## src/rtl/icache.sv

```systemverilog
// Direct-mapped, single-word-line instruction cache with whole-cache invalidate
// and saturating hit/miss profiling counters.
module icache #(
  parameter int unsigned DEPTH_LOG2 = 4
) (
  input  logic        clk,
  input  logic        rst,
  input  logic        istb,
  input  logic [31:2] iadr,
  output logic [31:0] idati,
  output logic        iack,
  output logic        mstb,
  output logic [31:2] madr,
  input  logic [31:0] mdati,
  input  logic        mack,
  input  logic        inv,
  output logic [15:0] hit_cnt,
  output logic [15:0] miss_cnt
);

  localparam int unsigned DEPTH = 1 << DEPTH_LOG2;
  localparam int unsigned IDX_W = DEPTH_LOG2;
  localparam int unsigned TAG_W = 30 - DEPTH_LOG2;

  typedef enum logic [1:0] {IDLE, FILL, RESP} state_t;

  state_t             state_q, state_d;
  logic [DEPTH-1:0]   valid_q, valid_d;
  logic               kill_q, kill_d;
  logic               mstb_q, mstb_d;
  logic [31:2]        fadr_q, fadr_d;
  logic [31:0]        rdat_q, rdat_d;
  logic [15:0]        hit_cnt_q, hit_cnt_d;
  logic [15:0]        miss_cnt_q, miss_cnt_d;

  logic [TAG_W-1:0]   tag_q  [DEPTH];
  logic [31:0]        data_q [DEPTH];

  logic [IDX_W-1:0]   idx_c, fidx_c;
  logic [TAG_W-1:0]   itag_c, ftag_c;
  logic               hit_c, fill_we_c;

  assign idx_c  = iadr[DEPTH_LOG2+1:2];
  assign itag_c = iadr[31:DEPTH_LOG2+2];
  assign fidx_c = fadr_q[DEPTH_LOG2+1:2];
  assign ftag_c = fadr_q[31:DEPTH_LOG2+2];

  assign hit_c = (state_q == IDLE) && istb && valid_q[idx_c] && (tag_q[idx_c] == itag_c);

  // Hit path answers combinationally; everything else comes from registers.
  assign iack     = hit_c || (state_q == RESP);
  assign idati    = hit_c ? data_q[idx_c] : rdat_q;
  assign mstb     = mstb_q;
  assign madr     = fadr_q;
  assign hit_cnt  = hit_cnt_q;
  assign miss_cnt = miss_cnt_q;

  always_comb begin
    state_d    = state_q;
    valid_d    = valid_q;
    kill_d     = kill_q;
    mstb_d     = 1'b0;
    fadr_d     = fadr_q;
    rdat_d     = rdat_q;
    hit_cnt_d  = hit_cnt_q;
    miss_cnt_d = miss_cnt_q;
    fill_we_c  = 1'b0;
    case (state_q)
      IDLE: begin
        kill_d = 1'b0;
        if (hit_c) begin
          if (hit_cnt_q != 16'hFFFF) hit_cnt_d = hit_cnt_q + 16'd1;
        end else if (istb) begin
          fadr_d  = iadr;
          state_d = FILL;
          mstb_d  = 1'b1;
          kill_d  = inv;
          if (miss_cnt_q != 16'hFFFF) miss_cnt_d = miss_cnt_q + 16'd1;
        end
      end
      FILL: begin
        mstb_d = 1'b1;
        if (inv) kill_d = 1'b1;
        if (mack) begin
          fill_we_c       = 1'b1;
          valid_d[fidx_c] = ~kill_q;
          rdat_d          = mdati;
          mstb_d          = 1'b0;
          state_d         = RESP;
        end
      end
      RESP: begin
        kill_d  = 1'b0;
        state_d = IDLE;
      end
      default: state_d = IDLE;
    endcase
    // Invalidate overrides any fill write landing on the same edge.
    if (inv) valid_d = '0;
  end

  always_ff @(posedge clk or posedge rst) begin
    if (rst) begin
      state_q    <= IDLE;
      valid_q    <= '0;
      kill_q     <= 1'b0;
      mstb_q     <= 1'b0;
      fadr_q     <= '0;
      rdat_q     <= '0;
      hit_cnt_q  <= '0;
      miss_cnt_q <= '0;
    end else begin
      state_q    <= state_d;
      valid_q    <= valid_d;
      kill_q     <= kill_d;
      mstb_q     <= mstb_d;
      fadr_q     <= fadr_d;
      rdat_q     <= rdat_d;
      hit_cnt_q  <= hit_cnt_d;
      miss_cnt_q <= miss_cnt_d;
    end
  end

  // Tag and data arrays are not reset; valid bits guard them.
  always_ff @(posedge clk) begin
    if (fill_we_c) begin
      tag_q[fidx_c]  <= ftag_c;
      data_q[fidx_c] <= mdati;
    end
  end

endmodule
```

## config.mk

```make
export PLATFORM = sky130hd
export DESIGN_NAME = icache
export DESIGN_NICKNAME = d
export VERILOG_FILES = /design/src/rtl/icache.sv
export SDC_FILE = /design/constraint.sdc
export NUM_CORES = 1
export LEC_CHECK = 0
export CAP_MARGIN = 20
export CORE_MARGIN = 4
export CORE_UTILIZATION = 55
export CTS_BUF_LIST = sky130_fd_sc_hd__clkbuf_4
export DETAILED_ROUTE_END_ITERATION = 8
export PLACE_DENSITY = 0.77
export SLEW_MARGIN = 20
export SYNTH_ARGS = -nofsm -noshare
export SYNTH_HDL_FRONTEND = slang
export SYNTH_SLANG_ARGS = --single-unit
```

## constraint.sdc

```tcl
create_clock -name clk -period 8.45 [get_ports clk]
set_input_delay 1.69 -clock clk [delete_from_list [all_inputs] [get_ports clk]]
set_output_delay 1.69 -clock clk [all_outputs]
set_load 0.01 [all_outputs]
```

# Word level (Yosys, flattened, before mapping)
# Memory sizes are Yosys's and may differ from the RTL's.
# Cells that the tools add are included.
[classes]
add_sub_neg = 2
magnitude_cmp = 3
n_eq_ne = 9
muxes = 25
bitwise_logic = 2
reduce_logical = 16
[ops]
columns = ["operator", "count"]
rows = [
  ["$mux W16", 3],
  ["$add A16 B1 Y16 const B", 2],
  ["$mux W32", 1],
  ["$ne A16 B16 Y1 const B", 2],
  ["$eq A26 B26 Y1", 1],
  ["$bwmux W16", 1],
  ["$mux W1", 12],
  ["$lt A4 B5 Y1 const B", 2],
  ["$reduce_and A3 Y1", 3],
  ["$ne A2 B2 Y1 const B", 4],
  ["$mux W2", 3],
  ["$reduce_and A2 Y1", 3],
  ["$bmux W1 S4", 1],
  ["$demux W1 S4", 1],
  ["$ge A4 B1 Y1 const B", 1],
  ["$logic_and A1 B1 Y1", 4],
  ["$pmux W2 S2", 1],
  ["$reduce_and A4 Y1", 1],
  ["$reduce_bool A2 Y1", 2],
  ["$pmux W1 S3", 1],
  ["$reduce_bool A3 Y1", 1],
  ["$eq A2 B1 Y1 const B", 1],
  ["$eq A2 B2 Y1 const B", 1],
  ["$logic_not A2 Y1", 1],
  ["3 further kinds", 4],
]
[totals]
register_bits = 114
mem_bits_rw = 928
inputBits = 67
output_inout_bits = 96
n_memories = 2
[mem_list]
columns = ["name", "depth", "width", "read_ports", "rd_ports_with_merged_regs", "write_ports", "line_no", "text"]
rows = [
  ["data_q", 16, 32, 1, 0, 1, "37", "logic [31:0] data_q [DEPTH];"],
  ["tag_q", 16, 26, 1, 0, 1, "36", "logic [TAG_W-1:0] tag_q [DEPTH];"],
]

# Longest topological paths before layout
[depth]
depth_word = 8
depth_mapped = 16
ltp_nobuf = 10

# Worst setup path after synthesis
# Ideal clock, no wire load.
[synth_timing]
path_kind = "input to register"
from = "in mack"
to = "reg valid_q[0]"
setup_time_ns = 0.336
arrival_ns = 6.562
required_time_ns = 8.114
path_slack_ns = 1.552
stages = 4
cell_sequence = "nand2_1 > or3_1 > nor3_1 > a211oi_1"
[synth_via]
elab_chain_len = 2
[synth_rtl]
columns = ["item", "line_no", "text"]
rows = [
  ["start: declaration", "15", "input logic mack,"],
  ["$reduce_bool A2 Y1 (no line)", "-", ""],
  ["$reduce_and A2 Y1 (no line)", "-", ""],
  ["end signal: assignment", "114", "valid_q <= valid_d;"],
  ["end: declaration", "28", "logic [DEPTH-1:0] valid_q, valid_d;"],
]
# Every way passes these cells.
# A chain may end at the register's enable or synchronous reset.

# Worst setup path after layout
[layout_timing]
from = "in iadr[2] (netlist bit)"
to = "out idati[29]"
[layout_via]
elab_chain_len = 5
word_cells_on_any_way = 8
cone_classes = "1 x eq/ne; 3 x mux; 2 x reduce/logical; 2 x memory"
[layout_rtl]
columns = ["item", "line_no", "text"]
rows = [
  ["start: declaration", "9", "input logic [31:2] iadr,"],
  ["branches (longest 4 deep; another with $mem_v2 Z16 W26)", "-", ""],
  ["$mux W32 (*)", "52", "assign idati = hit_c ? data_q[idx_c] : rdat_q;"],
  ["end: declaration", "10", "output logic [31:0] idati,"],
]
# Mark *: on every way between the ends. The select of a mux whose other input is x is not followed.

==> insert_results.sql <==
INSERT INTO impl_metrics (metric_group, metric, value, unit) VALUES
('status', 'outcome', 'finished, final reports clean', ''),
('synth', 'yosysTopAreaCellShare', '68.3', '%'),
('synth', 'syn_area', '40800', 'sq um'),
('timing', 'tightestPinTransition', '1060', 'ps'),
('synth', 'synth-edff-count', '928', ''),
('die', 'floorplan.die_area', '78600', 'sq um'),
('die', 'floorplan.rows', '99', ''),
('grt', 'first_global_vias', '22000', ''),
('detailed_routing', 'drt.antenna.violating_nets', '0', ''),
('synth', 'yosys_warnings', '0', ''),
('critical_path', 'critical_path_peak_fanout', '70', ''),
('synth', 'most_frequently_used_cell_type_in_the_post_synthesis_netlist', 'edfxtp_1', ''),
('timing', 'skew', '78.2', 'ps'),
('synth', 'seq_total_area_yosys', '75.3', '%'),
('synth', 'yosys.cell_types.count', '61', ''),
('placement', 'placement.io_buffers', '162', ''),
('clock_tree', 'cts_max_level', '5', ''),
('grt', 'wire_length_of_the_first_global_routing_pass', '138000', 'um'),
('final_layout', 'utilization_of_the_core_after_routing', '64.2', '%'),
('power', 'cellPowerDensity', '263', 'nW/um^2'),
('final_layout', 'filler_cells', '4819', ''),
('timing', 'final-hold-violation-count', '0', ''),
('clock_tree', 'cts_buffer_depth', '4', ''),
('synth', 'syn-num-nets', '1931', ''),
('synth', 'postSynth.asyncResetShare', '10.9', '%'),
('synth', 'post_synth.cell_area_avg', '21.9', 'sq um'),
('die', 'ios', '163', ''),
('clock_tree', 'clkLatencyLatePin', '1110', 'ps'),
('critical_path', 'crit_arrival', '6010', 'ps'),
('timing', 'final-max-slew-violation-count', '0', ''),
('flow_run', 'max_cap_violations', '0', ''),
('placement', 'routabilityCongestion', '0.783', ''),
('detailed_routing', 'vias_per_cell', '6.15', ''),
('detailed_routing', 'detail_route.drc_violations', '0', ''),
('die', 'core_area', '73200', 'sq um'),
('synth', 'synth.largest_area_cell', 'edfxtp_1', ''),
('clock_tree', 'cts.root.buffer_cell', 'clkbuf_4', ''),
('placement', 'dp_hpwl', '49800', 'um'),
('timing', 'final.period_utilization', '91.1', '%'),
('synth', 'postSynth.topFlopCell', 'edfxtp_1', ''),
('synth', 'synth_seq_cells', '1042', ''),
('critical_path', 'worstPathRequired', '6760', 'ps'),
('clock_tree', 'numCtsBuffers', '277', ''),
('clock_tree', 'hold_buffers', '0', ''),
('worst_hold_path', 'min-delay-path-class', 'flop to flop', ''),
('power', 'finalPower', '12.4', 'mW'),
('final_layout', 'finish.net_count', '2334', ''),
('clock_tree', 'clock_tree_from_tritoncts', 'yes', ''),
('clock_tree', 'clk_pin_slew', '70', 'ps'),
('timing', 'slew-limit-headroom', '29.1', '%'),
('critical_path', 'worstSetupPathType', 'input pin to primary output', ''),
('timing', 'finalSetupTns', '0', 'ps'),
('final_layout', 'drive_above_1_share', '36.0', '%'),
('synth', 'syn-instance-count', '1859', ''),
('grt', 'grt_start_max_net_pins', '71', ''),
('timing', 'setup_repair_after_global_routing_missed_its_margin', 'false', ''),
('die', 'initial_core_util', '55.7', '%'),
('grt', 'antenna_violations_before_repair', '5', ''),
('detailed_routing', 'detail_route.wirelength', '92300', 'um'),
('power', 'leakagePower', '15.8', 'nW'),
('timing', 'final_period_minus_worst_setup_slack', '7700', 'ps'),
('detailed_routing', 'route.detailed.wl_per_inst', '27.2', 'um'),
('detailed_routing', 'num_vias', '20800', ''),
('detailed_routing', 'first_iter_violations', '2433', ''),
('clock_tree', 'clkSinkCount', '1042', ''),
('synth', 'synth_top_cells_by_area', 'edfxtp_1 (68%), mux4_2 (15%), dfrtp_1 (7.0%), mux2_2 (2.6%), mux2i_1 (0.91%)', ''),
('grt', 'grt.overflow.total', '0', ''),
('clock_tree', 'post_cts_setup_repair_bufs', '0', ''),
('timing', 'highest_clock_rate', '0.130', 'GHz'),
('die', 'die_w', '280', 'um'),
('timing', 'finish_stage_setup_viols', '0', ''),
('critical_path', 'end_kind', 'primary output', ''),
('grt', 'grtUsageTotal', '24.1', '%'),
('critical_path', 'cp-start-kind', 'input pin', ''),
('die', 'die_height', '280', 'um'),
('detailed_routing', 'drt_pass1_iterations', '5', ''),
('synth', 'netlist_top_cells_count', 'edfxtp_1 (928), mux4_2 (269), dfrtp_1 (114)', ''),
('power', 'ir_drop', '0.000258', 'V'),
('clock_tree', 'cts_repair_resize_count', '0', ''),
('final_layout', 'areaGrowthSynthToFinish', '15.2', '%');
-- layer usage --
metal / share of wire, % / global-route usage, % / up-vias
met5: 0 / 0 / -
met2: 50 / 38.8 / 1164
li1: - / - / 8745
met3: 9.4 / 5.78 / 158
met4: 2.0 / 7.97 / 0
met1: 39 / 33.2 / 10800
-- cell usage in the layout, fill, tap and decap left out, types with 4 or more instances in the layout --
cell / synthesis / routed
nand3_1: 21 / 21
mux2i_1: 37 / 37
nand2_1: 40 / 39
nor2_1: 46 / 34
nor2b_1: 4 / 4
nor3_1: 18 / 14
buf_4: 7 / 44
and2_1: 5 / 5
nand4_1: 9 / 9
a31oi_1: 9 / 9
o21ai_0: 9 / 9
nor2_4: 0 / 12
ha_1: 5 / 5
a22oi_1: 4 / 4
clkbuf_4: 0 / 408
nand2b_1: 8 / 8
buf_12: 0 / 4
mux2_2: 95 / 95
mux4_2: 269 / 269
a211oi_1: 18 / 18
or4_1: 6 / 6
nor3_2: 0 / 4
diode_2: 0 / 7
nand3b_1: 4 / 4
clkdlybuf4s50_1: 0 / 158
dfrtp_1: 114 / 114
edfxtp_1: 928 / 928
clkinv_1: 0 / 21
a221oi_1: 5 / 5
xnor2_1: 28 / 28
inv_2: 3 / 8
xor2_1: 25 / 25
inv_1: 9 / 8
-- through the flow --
stage | setup slack, ps | hold WS, ps | std cells | instance area [sq um]
after floorplan | 1550 | 474 | 1859 | 40800
after global placement | 687 | 479 | 2940 | 43700
after detailed placement | 647 | 485 | 2941 | 43700
after CTS | 625 | 494 | 3380 | 46900
after global routing | 392 | 514 | 3387 | 47000
final | 752 | 495 | 3388 | 47000
-- cell type report --
| class | count | area [sq um] | area share (%) |
|---|---|---|---|
| Sequential cell | 1042 | 30700 | 65.4 |
| Multi-Input combinational cell | 716 | 9670 | 20.6 |
| Clock buffer | 408 | 3060 | 6.52 |
| Timing Repair Buffer | 213 | 2100 | 4.48 |
| Tap cell | 959 | 1200 | 2.55 |
| Clock inverter | 31 | 171 | 0.365 |
| Inverter | 12 | 51.3 | 0.109 |
| Antenna cell | 7 | 17.5 | 0.0373 |
-- kinds of logic after synthesis --
logic type / after synthesis / share of synthesized area [%]
DFF: 1042 / 75.3
muxes: 401 / 18.4
and+or+nand+nor: 188 / 2.51
buffers and inverters: 101 / 1.25
AOI/OAI and AO/OA: 69 / 1.24
xor gates and xnor gates: 53 / 1.14
adders and majority gates: 5 / 0.153
-- critical path, cell delays in order --
cell,delay [ps]
buf_8,590
buf_12,370
mux4_2,550
a22oi_1,220
o21ai_1,160
xnor2_1,300
nand4_1,260
nor4_4,380
nand4_4,110
buf_4,390
mux2_2,340
clkdlybuf4s50_1,530
-- flip-flops by register name, summed over array words and instances, names as in the netlist --
register and flops:
data_q 512, madr 30, mstb 1, rdat_q 32, kill_q 1, miss_cnt 16
state_q 2, hit_cnt 16, tag_q 416, valid_q 16
-- path summary, 6_finish.rpt --
kind	start	end	slack, ps	depth (start not counted)
max	iadr[2]	idati[29]	750	12
min in group asynchronous	rst	hit_cnt[9]	1050	2
max in group asynchronous	rst	madr[29]	6140	3
max reg2reg	tag_q[6][12]	madr[10]	4280	9
min	miss_cnt[7]	miss_cnt[7]	490	1
min reg2reg	miss_cnt[7]	miss_cnt[7]	490	1
-- report_power, final --
group | switching, mW | internal, mW | leakage (nW)
Combinational | 0.758 | 0.773 | 4.00
Clock | 1.89 | 2.24 | 1.97
Sequential | 0.427 | 6.28 | 9.79
Total | 3.07 | 9.29 | 15.8
Power figures use the tool's default switching activity.
